==> src/rtl/gm_pkg.sv <==
// Gold Miner shared playfield constants and hook state encoding.
// Imported by the swing generator, drawcon and hook launcher.
package gm_pkg;

    localparam int GM_X_W     = 11;
    localparam int GM_Y_W     = 10;
    localparam int GM_PIVOT_X = 625;
    localparam int GM_PIVOT_Y = 11;
    localparam int GM_X_MIN   = 10;
    localparam int GM_X_MAX   = 1269;
    localparam int GM_Y_MIN   = 10;
    localparam int GM_Y_MAX   = 789;

    typedef enum logic [1:0] {
        ST_IDLE,
        ST_EXTEND,
        ST_RETRACT,
        ST_DONE
    } hook_state_t;

endpackage

==> src/rtl/line_stepper.sv <==
// Bresenham-style line walker: holds hook position, error term and length.
// Forward and reverse steps are exact inverses, so retract retraces the pixels.
module line_stepper
    import gm_pkg::*;
#(
    parameter int PIVOT_X = GM_PIVOT_X,
    parameter int PIVOT_Y = GM_PIVOT_Y
) (
    input  logic                clk,
    input  logic                rst_n,
    input  logic                load,
    input  logic                step_fwd,
    input  logic                step_rev,
    input  logic [GM_X_W-1:0]   swing_x,
    input  logic [GM_Y_W-1:0]   swing_y,
    input  logic [11:0]         dmaj,
    input  logic [11:0]         dmin,
    input  logic                x_major,
    input  logic                neg_x,
    input  logic                neg_y,
    output logic [GM_X_W-1:0]   pos_x,
    output logic [GM_Y_W-1:0]   pos_y,
    output logic [GM_X_W-1:0]   nxt_x,
    output logic [GM_Y_W-1:0]   nxt_y,
    output logic [10:0]         len
);

    logic [11:0]       err;
    logic [12:0]       sum;
    logic              carry;
    logic              borrow;
    logic [11:0]       err_f;
    logic [11:0]       err_r;
    logic              mvx_f, mvy_f, mvx_r, mvy_r;
    logic [GM_X_W-1:0] prv_x;
    logic [GM_Y_W-1:0] prv_y;

    // Candidate forward and reverse positions and error terms.
    always_comb begin
        sum    = {1'b0, err} + {1'b0, dmin};
        carry  = sum >= {1'b0, dmaj};
        err_f  = carry ? 12'(sum - {1'b0, dmaj}) : sum[11:0];
        borrow = err < dmin;
        err_r  = borrow ? (err + dmaj - dmin) : (err - dmin);
        mvx_f  = x_major | carry;
        mvy_f  = ~x_major | carry;
        mvx_r  = x_major | borrow;
        mvy_r  = ~x_major | borrow;
        nxt_x  = neg_x ? pos_x - {10'd0, mvx_f} : pos_x + {10'd0, mvx_f};
        nxt_y  = neg_y ? pos_y - {9'd0, mvy_f}  : pos_y + {9'd0, mvy_f};
        prv_x  = neg_x ? pos_x + {10'd0, mvx_r} : pos_x - {10'd0, mvx_r};
        prv_y  = neg_y ? pos_y + {9'd0, mvy_r}  : pos_y - {9'd0, mvy_r};
    end

    // Position/error/length register: track swing, or take one step.
    always_ff @(posedge clk) begin
        if (!rst_n) begin
            pos_x <= GM_X_W'(PIVOT_X);
            pos_y <= GM_Y_W'(PIVOT_Y);
            err   <= '0;
            len   <= '0;
        end else if (load) begin
            pos_x <= swing_x;
            pos_y <= swing_y;
            err   <= '0;
            len   <= '0;
        end else if (step_fwd) begin
            pos_x <= nxt_x;
            pos_y <= nxt_y;
            err   <= err_f;
            len   <= len + 11'd1;
        end else if (step_rev) begin
            pos_x <= prv_x;
            pos_y <= prv_y;
            err   <= err_r;
            len   <= len - 11'd1;
        end
    end

endmodule

==> src/rtl/hook_launcher.sv <==
// Hook-shot controller: freezes the swing, extends the hook along the
// pivot-to-tip line in tick-armed bursts, then retraces it back home.
module hook_launcher
    import gm_pkg::*;
#(
    parameter int PIVOT_X   = GM_PIVOT_X,
    parameter int PIVOT_Y   = GM_PIVOT_Y,
    parameter int X_MIN     = GM_X_MIN,
    parameter int X_MAX     = GM_X_MAX,
    parameter int Y_MIN     = GM_Y_MIN,
    parameter int Y_MAX     = GM_Y_MAX,
    parameter int MAX_LEN   = 600,
    parameter int EXT_STEPS = 4,
    parameter int RET_FAST  = 4,
    parameter int RET_SLOW  = 1
) (
    input  logic        clk,
    input  logic        rst_n,
    input  logic        tick,
    input  logic        launch,
    input  logic [10:0] swing_x,
    input  logic [9:0]  swing_y,
    input  logic        hit,
    output logic [10:0] hook_x,
    output logic [9:0]  hook_y,
    output logic        swing_hold,
    output logic        busy,
    output logic        done,
    output logic        grabbed
);

    localparam logic [7:0] N_EXT  = 8'(EXT_STEPS);
    localparam logic [7:0] N_FAST = 8'(RET_FAST);
    localparam logic [7:0] N_SLOW = 8'(RET_SLOW);

    hook_state_t state, state_n;
    logic        launch_q;
    logic        rise;
    logic [11:0] dx, ax, dmaj_in, dmin_in, dmaj, dmin;
    logic [10:0] dy, ay;
    logic        xm_in, x_major, neg_x, neg_y;
    logic [7:0]  cnt, cnt_n;
    logic        load, fwd, rev, latch, grab_set;
    logic        out_of_field;
    logic [10:0] len;
    logic [10:0] nxt_x;
    logic [9:0]  nxt_y;

    assign rise = launch & ~launch_q;

    // Launch geometry taken from the live swing tip.
    always_comb begin
        dx      = {1'b0, swing_x} - 12'(PIVOT_X);
        dy      = {1'b0, swing_y} - 11'(PIVOT_Y);
        ax      = dx[11] ? (~dx + 12'd1) : dx;
        ay      = dy[10] ? (~dy + 11'd1) : dy;
        xm_in   = ax >= {1'b0, ay};
        dmaj_in = xm_in ? ax : {1'b0, ay};
        dmin_in = xm_in ? {1'b0, ay} : ax;
    end

    assign out_of_field = (nxt_x < 11'(X_MIN)) || (nxt_x > 11'(X_MAX)) ||
                          (nxt_y < 10'(Y_MIN)) || (nxt_y > 10'(Y_MAX));

    // State, burst counter and edge-detector registers.
    always_ff @(posedge clk) begin
        if (!rst_n) begin
            state    <= ST_IDLE;
            cnt      <= '0;
            launch_q <= 1'b0;
        end else begin
            state    <= state_n;
            cnt      <= cnt_n;
            launch_q <= launch;
        end
    end

    // Latched line geometry and shot result.
    always_ff @(posedge clk) begin
        if (!rst_n) begin
            dmaj    <= '0;
            dmin    <= '0;
            x_major <= 1'b0;
            neg_x   <= 1'b0;
            neg_y   <= 1'b0;
            grabbed <= 1'b0;
        end else if (latch) begin
            dmaj    <= dmaj_in;
            dmin    <= dmin_in;
            x_major <= xm_in;
            neg_x   <= dx[11];
            neg_y   <= dy[10];
            grabbed <= 1'b0;
        end else if (grab_set) begin
            grabbed <= 1'b1;
        end
    end

    // Next-state, burst control and step strobes.
    always_comb begin
        state_n  = state;
        cnt_n    = cnt;
        load     = 1'b0;
        latch    = 1'b0;
        fwd      = 1'b0;
        rev      = 1'b0;
        grab_set = 1'b0;
        unique case (state)
            ST_IDLE: begin
                load  = 1'b1;
                cnt_n = '0;
                if (rise && dmaj_in != 12'd0) begin
                    latch   = 1'b1;
                    state_n = ST_EXTEND;
                end
            end
            ST_EXTEND: begin
                if (hit) begin
                    grab_set = 1'b1;
                    state_n  = ST_RETRACT;
                    cnt_n    = '0;
                end else if (cnt != 8'd0) begin
                    if (out_of_field || len == 11'(MAX_LEN)) begin
                        state_n = ST_RETRACT;
                        cnt_n   = '0;
                    end else begin
                        fwd   = 1'b1;
                        cnt_n = cnt - 8'd1;
                    end
                end else if (tick) begin
                    cnt_n = N_EXT;
                end
            end
            ST_RETRACT: begin
                if (len == 11'd0) begin
                    state_n = ST_DONE;
                    cnt_n   = '0;
                end else if (cnt != 8'd0) begin
                    rev   = 1'b1;
                    cnt_n = cnt - 8'd1;
                end else if (tick) begin
                    cnt_n = grabbed ? N_SLOW : N_FAST;
                end
            end
            ST_DONE: begin
                state_n = ST_IDLE;
            end
            default: state_n = ST_IDLE;
        endcase
    end

    assign swing_hold = state != ST_IDLE;
    assign busy       = (state == ST_EXTEND) || (state == ST_RETRACT);
    assign done       = state == ST_DONE;

    line_stepper #(
        .PIVOT_X (PIVOT_X),
        .PIVOT_Y (PIVOT_Y)
    ) u_step (
        .clk      (clk),
        .rst_n    (rst_n),
        .load     (load),
        .step_fwd (fwd),
        .step_rev (rev),
        .swing_x  (swing_x),
        .swing_y  (swing_y),
        .dmaj     (dmaj),
        .dmin     (dmin),
        .x_major  (x_major),
        .neg_x    (neg_x),
        .neg_y    (neg_y),
        .pos_x    (hook_x),
        .pos_y    (hook_y),
        .nxt_x    (nxt_x),
        .nxt_y    (nxt_y),
        .len      (len)
    );

endmodule

==> config.mk <==
export PLATFORM = sky130hd
export DESIGN_NAME = hook_launcher
export DESIGN_NICKNAME = d
export VERILOG_FILES = /design/src/rtl/gm_pkg.sv /design/src/rtl/line_stepper.sv /design/src/rtl/hook_launcher.sv
export SDC_FILE = /design/constraint.sdc
export NUM_CORES = 1
export LEC_CHECK = 0
export ABC_AREA = 1
export CORE_AREA = 2 2 190 192
export DETAILED_ROUTE_END_ITERATION = 10
export DIE_AREA = 0 0 192 194
export HOLD_SLACK_MARGIN = 0.06
export SYNTH_ARGS = -nofsm -noshare
export SYNTH_HDL_FRONTEND = slang
export SYNTH_SLANG_ARGS = --single-unit
==> constraint.sdc <==
create_clock -name clk -period 17.61 [get_ports clk]
set_input_delay 2.6415 -clock clk [delete_from_list [all_inputs] [get_ports clk]]
set_output_delay 2.6415 -clock clk [all_outputs]
set_load 0.005 [all_outputs]
**Word level (Yosys, flattened, before mapping)**

Cells that the tools add are included.

- Register bits: 83
- Input bits: 26
- Word-level logic and storage cells: 125

- $add $sub $neg: 20
- Order comparisons: 7
- Eq/ne operators: 10
- Mux-type cells: 47
- Bitwise gates (word level): 10
- Reduce and logical (&&, ||, !) cells: 18

Operator list:

| cell | count |
|---|---|
| $mux 11 | 8 |
| $mux 12 | 7 |
| $mux 8 | 7 |
| $mux 10 | 5 |
| $sub 12x12->12 | 3 |
| $pmux 8 s3 | 1 |
| $add 11x1->11 | 2 |
| $add 11x1->11 const B | 2 |
| $sub 11x1->11 | 2 |
| $add 10x1->10 | 2 |
| $sub 10x1->10 | 2 |
| $add 12x12->13 | 1 |
| $ge 13x12->1 | 1 |
| $add 12x1->12 const B | 1 |
| $add 12x12->12 | 1 |
| $ge 12x11->1 | 1 |
| $lt 12x12->1 | 1 |
| $mux 1 | 12 |
| $not 12->12 | 1 |
| $reduce_bool 12->1 | 1 |
| $sub 11x10->12 const B | 1 |
| $eq 11x10->1 const B | 1 |
| $gt 11x11->1 const B | 1 |
| $logic_not 11->1 | 1 |
| other kinds (27) | 47 |

**Depth between registers and ports, before layout**

- Depth after elaboration: 16
- Mapped depth: 56

**Modules after synthesis**

A second synthesis with hierarchy kept.

- Cells, all modules: 1698
- Area total of the unflattened synthesis: 10674.0 um^2

Modules (own cells, without submodules):

| module | times used | cells each | area an instance (um^2) | seq. area each (um^2) |
|---|---|---|---|---|
| line_stepper | 1 | 1095 | 7076.8 | 880.8 |
| hook_launcher | 1 | 603 | 3597.2 | 780.7 |

**Worst setup path before layout**

Ideal clock, no wire load.

- Path type: register -> register
- Start: reg dmin[2]
- End: reg u_step.len[9]
- Library setup time: 0.065 ns
- Data arrival time: 6.324 ns
- Required time: 17.545 ns
- Path slack: 11.222 ns
- Stages on the path, launching flop included: 53
- Clock period less this slack: 6.388 ns
- Path through: dfxtp_1 -> inv_1 -> ha_1 -> inv_2 -> a21o_1 -> a31oi_1 -> inv_1 -> nand3_1 -> nand3_1 -> nand2_1 -> nand2_1 -> a21oi_1 -> xor2_1 -> inv_1 -> ha_1 -> nand2_1 -> inv_1 -> nand4_1 -> [... 17 more ...] -> nor2_8 -> nand2_4 -> buf_2 -> ha_1 -> a21oi_1 -> nand2_1 -> a21oi_1 -> o21ai_0 -> nand2_1 -> nand2_1 -> a21oi_1 -> nor2_1 -> nor2_1 -> nor2_1 -> nor2_1 -> xnor2_1 -> nor2_1 -> nor2_1

- Word-level cells in the longest chain between the ends: 15
- Elaborated cells between the ends (all ways): 24
- Those cells by class: add/sub (5); order compare (5); mux (7); bitwise (2); reduce/logical (5)

Ends and longest elaborated chain:

| element | RTL line | text |
|---|---|---|
| start, declared | hook_launcher.sv:39 | `logic [11:0] dx, ax, dmaj_in, dmin_in, dmaj, dmin;` |
| start signal, assigned | hook_launcher.sv:89 | `dmin <= dmin_in;` |
| $add 12x12->13 (*) | line_stepper.sv:40 | `sum = {1'b0, err} + {1'b0, dmin};` |
| $ge 13x12->1 (*) | line_stepper.sv:41 | `carry = sum >= {1'b0, dmaj};` |
| $or 1x1->1 | line_stepper.sv:45 | `mvx_f = x_major \| carry;` |
| $add 11x1->11 or $sub 11x1->11 (tied branches) | line_stepper.sv:49 | `nxt_x = neg_x ? pos_x - {10'd0, mvx_f} : pos_x + {10'd0, mvx_f};` |
| $mux 11 | line_stepper.sv:49 |  |
| $lt 11x4->1 or $gt 11x11->1 (tied branches) | hook_launcher.sv:62 | `assign out_of_field = (nxt_x < 11'(X_MIN)) \|\| (nxt_x > 11'(X_MAX)) \|\|` |
| $logic_or 1x1->1 (2 in series) | hook_launcher.sv:62 |  |
| $logic_or 1x1->1 (*) | hook_launcher.sv:63 | `(nxt_y < 10'(Y_MIN)) \|\| (nxt_y > 10'(Y_MAX));` |
| $logic_or 1x1->1 (*) | hook_launcher.sv:123 | `if (out_of_field \|\| len == 11'(MAX_LEN)) begin` |
| $mux 1 (*) | hook_launcher.sv:123 |  |
| $mux 1 (*) | hook_launcher.sv:122 | `end else if (cnt != 8'd0) begin` |
| $mux 1 (*) | hook_launcher.sv:118 | `if (hit) begin` |
| $mux 1 (*) | hook_launcher.sv:108 | `unique case (state)` |
| $mux 11 or $reduce_bool 2->1 (tied branches) | -- |  |
| end signal, assigned | line_stepper.sv:71 | `len <= len + 11'd1;` |
| end signal, assigned | line_stepper.sv:76 | `len <= len - 11'd1;` |
| end, declared | line_stepper.sv:25 | `output logic [10:0] len` |

Every way passes the cells marked *; elsewhere a longest branch is shown, timed or not.
A chain may end at the register's enable or synchronous reset.

**Worst setup path after layout**

- Start: in swing_x[0]
- End: reg dmin[10]

- Word-level cells in the longest chain between the ends: 10
- Elaborated cells between the ends (all ways): 11
- Those cells by class: add/sub (2); order compare (1); mux (5); bitwise (1); reduce/logical (2)

Ends and longest elaborated chain:

| element | RTL line | text |
|---|---|---|
| start, declared | hook_launcher.sv:21 | `input logic [10:0] swing_x,` |
| $sub 11x10->12 (*) | hook_launcher.sv:53 | `dx = {1'b0, swing_x} - 12'(PIVOT_X);` |
| $not 12->12 | hook_launcher.sv:55 | `ax = dx[11] ? (~dx + 12'd1) : dx;` |
| $add 12x1->12 | hook_launcher.sv:55 |  |
| $mux 12 (*) | hook_launcher.sv:55 |  |
| $ge 12x11->1 | hook_launcher.sv:57 | `xm_in = ax >= {1'b0, ay};` |
| $mux 12 | hook_launcher.sv:58 | `dmaj_in = xm_in ? ax : {1'b0, ay};` |
| $reduce_bool 12->1 | hook_launcher.sv:112 | `if (rise && dmaj_in != 12'd0) begin` |
| $logic_and 1x1->1 | hook_launcher.sv:112 |  |
| $mux 1 | hook_launcher.sv:112 |  |
| $mux 1 | hook_launcher.sv:108 |  |

Marked as above.

==> results.cfg <==
[cells_and_area]
final_cell_mix = nand2_1 (395), inv_1 (237), nor2_1 (181), ha_1 (117), a21oi_1 (115)
synthToLayoutAreaGrowth_pct = 11.2
fin_area_um2 = 11500
drive_above_1_share = 0.0358
layout.cells.non_filler = 2137
fill_cells = 3902
diodes = 0
fin_nets = 1833
final_common_cell = nand2_1

[synthesis]
ys_seq_elements = 83
yosysTopAreaCellShare = 0.160
ys.flop_type = dfxtp_1
netlist_area_um2 = 10400
synthArstFlopShare = 0
syn_avg_cell_area_um2 = 6.30
yosys.area.top_type = dfxtp_1
ys_warn_count = 0
synthTopCellsByArea = dfxtp_1 (16%), nand2_1 (14%), ha_1 (14%)
synth_edf_count = 0
yosysSeqAreaShare = 0.160
syn_nets = 1812
syn_inst = 1650
ys_types = 55

[timing]
max_freq_mhz = 121
rsz0062_at_grt = false
setup_tns_ns = 0
layout_setup_ws_ns = 9.32
slew_violations = 0
period_minus_slack_ns = 8.29
hold_viol_final = 0
finClkSkew_ns = 0.00698
min_period_over_period = 0.471
tightest_slew_ns = 1.19
setup_violations = 0
slew_headroom = 0.201

[cts]
clock_sinks = 83
postCtsResizedCells = 0
cts_root_buf = clkbuf_16
clk_pin_slew_ns = 0.07
cts_hold_buffers = 0
htree_num_levels = 3
tritoncts = yes
post_cts_buffers = 0
cts.path.max_buffers = 2
numCtsBuffers = 9
clk_latency_ns = 0.35

[power_and_ir_drop]
finalPower_uw = 2080
p_leak_uw = 0.00587
powerDensity_nw_per_um2 = 180
peakVddDrop_v = 0.000143

[detailed_routing]
antenna_left = 0
vias = 10400
post_drt_wl_per_cell_um = 14.6
drt-total-wl_mm = 31.1
dr.pass1.iters = 5
via_per_inst = 4.85
drc = 0
drt_iter0_drc = 779

[worst_setup_path]
crit_fanout = 25
critPathKind = in2reg
crit_required_ns = 17.90
cp-end-kind = register
startpoint_type = input pin
cp_data_arrival_time_ns = 8.58

[flow_run]
cap_violations = 0

[global_routing]
grt-ovfl-total = 0
track_usage = 0.172
grt_pass1_vias = 10100
grt_pass1_wl_mm = 51.6
grt_max_degree = 63
antenna_found_initial = 2

[place]
placed_cells = 2121
dp_hpwl_mm = 24.4
port_buffers = 50
place_congestion = 0.934
place_area_um2 = 11300
dpl_worst_slack_ns = 9.04

[floorplanning]
fp.dieH_um = 194
num_rows = 69
dieWidth_um = 192
die_area_um2 = 37200
num_io_pins = 51
floorplan.initialDensity = 0.295
fp.coreArea_um2 = 35200

[outcome]
outcome = completed

[worst_hold_path]
hp-class = reg2reg
synth_stat cells (2+ instances only):
library cell and number:
nand2_1 395, inv_1 237, nor2_1 181, ha_1 117, a21oi_1 115, nand3_1 99
o21ai_0 95, dfxtp_1 83, xor2_1 64, xnor2_1 26, nand4_1 25, clkbuf_1 19
fa_1 19, a31oi_1 16, o21bai_1 16, buf_2 15, nor3_1 13, o21ai_1 13
buf_6 8, inv_2 8, a21o_1 7, mux2i_1 6, nand2_2 6, nand3b_1 6
nand3_2 5, o211ai_1 5, a21oi_2 4, or2_1 4, nand2_4 3, nor4_1 3
o2111ai_1 3, or2_2 3, xor2_2 3, a221oi_1 2, and3_1 2, buf_1 2
clkinv_1 2, o221ai_1 2, o31ai_1 2
flip-flops by register name, summed over array words and instances (netlist names):
register / flops
u_step.len: 11
u_step.pos_y: 10
u_step.err: 12
cnt: 8
grabbed: 1
neg_x: 1
state: 2
neg_y: 1
dmaj: 12
dmin: 12
x_major: 1
u_step.pos_x: 11
launch_q: 1
cell families after synthesis:
group / Yosys count / synth area share
AOI/OAI and AO/OA: 287 / 0.153
xor gates and xnor gates: 93 / 0.0806
adders and majority gates: 136 / 0.178
buffers and inverters: 292 / 0.113
DFF: 83 / 0.160
muxes: 6 / 0.00578
other: 1 / 0.000361
and+or+nand+nor: 752 / 0.309
power breakdown:
part,switching [µW],total [µW],leakage [µW],internal [µW]
clock network,88.2,196,0.000149,108
registers,56.4,283,0.000679,226
logic,1010,1600,0.00504,592
total,1150,2080,0.00587,926
layer usage:
layer	up-vias	GRT usage	wire, µm
met4	4	0.0410	685
met2	232	0.294	14400
li1	5376	-	-
met1	4717	0.225	14400
met5	-	0	22
met3	38	0.0277	1570
final timing paths:
kind,from,end,slack [ns],cells past startpoint
setup / recovery,swing_x[0],dmin[10]$_SDFFE_PN0P_,9.32,27
hold reg to reg,dmaj[11]$_SDFFE_PN0P_,dmaj[11]$_SDFFE_PN0P_,0.48,2
hold / removal,dmaj[11]$_SDFFE_PN0P_,dmaj[11]$_SDFFE_PN0P_,0.48,2
setup reg to reg,dmin[2]$_SDFFE_PN0P_,u_step.len[10]$_SDFFE_PP0P_,9.36,47
stage by stage:
stage	util	hold WS (ns)
2_1_floorplan	-	0.447
4_1_cts	0.328	0.481
5_1_grt	0.328	0.505
3_5_place_dp	0.319	0.470
6_report	0.328	0.480
3_3_place_gp	0.319	0.465
cell type report:
class,instances,area [µm²],share of cell area
Clock buffer,12,267,0.0231
Clock inverter,4,31.3,0.00271
Inverter,247,927,0.0803
Multi-Input combinational cell,1275,7550,0.654
Sequential cell,83,1660,0.144
Tap cell,461,577,0.0499
Timing Repair Buffer,55,538,0.0466
critical path, cell delays in order:
cell and delay, ns:
clkdlybuf4s50_1 0.68, inv_1 0.10, ha_1 0.34, nand2_1 0.08, nor2_1 0.18, nand2_1 0.07, nor2_1 0.19, nand3_1 0.15
nor2_1 0.13, nand2_1 0.06, nand3_1 0.06, nand2_1 0.08, inv_1 0.08, ha_1 0.24, a21o_1 0.16, a21oi_1 0.12
a21boi_0 0.19, nand3_1 0.58, inv_1 0.68, nand2_1 0.10, o21ai_1 0.14, nor2_1 0.07, nand3_1 0.08, o21ai_1 0.09
nor2_1 0.90, o21ai_0 0.23, nor2_1 0.14
Power figures use the tool's default switching activity.
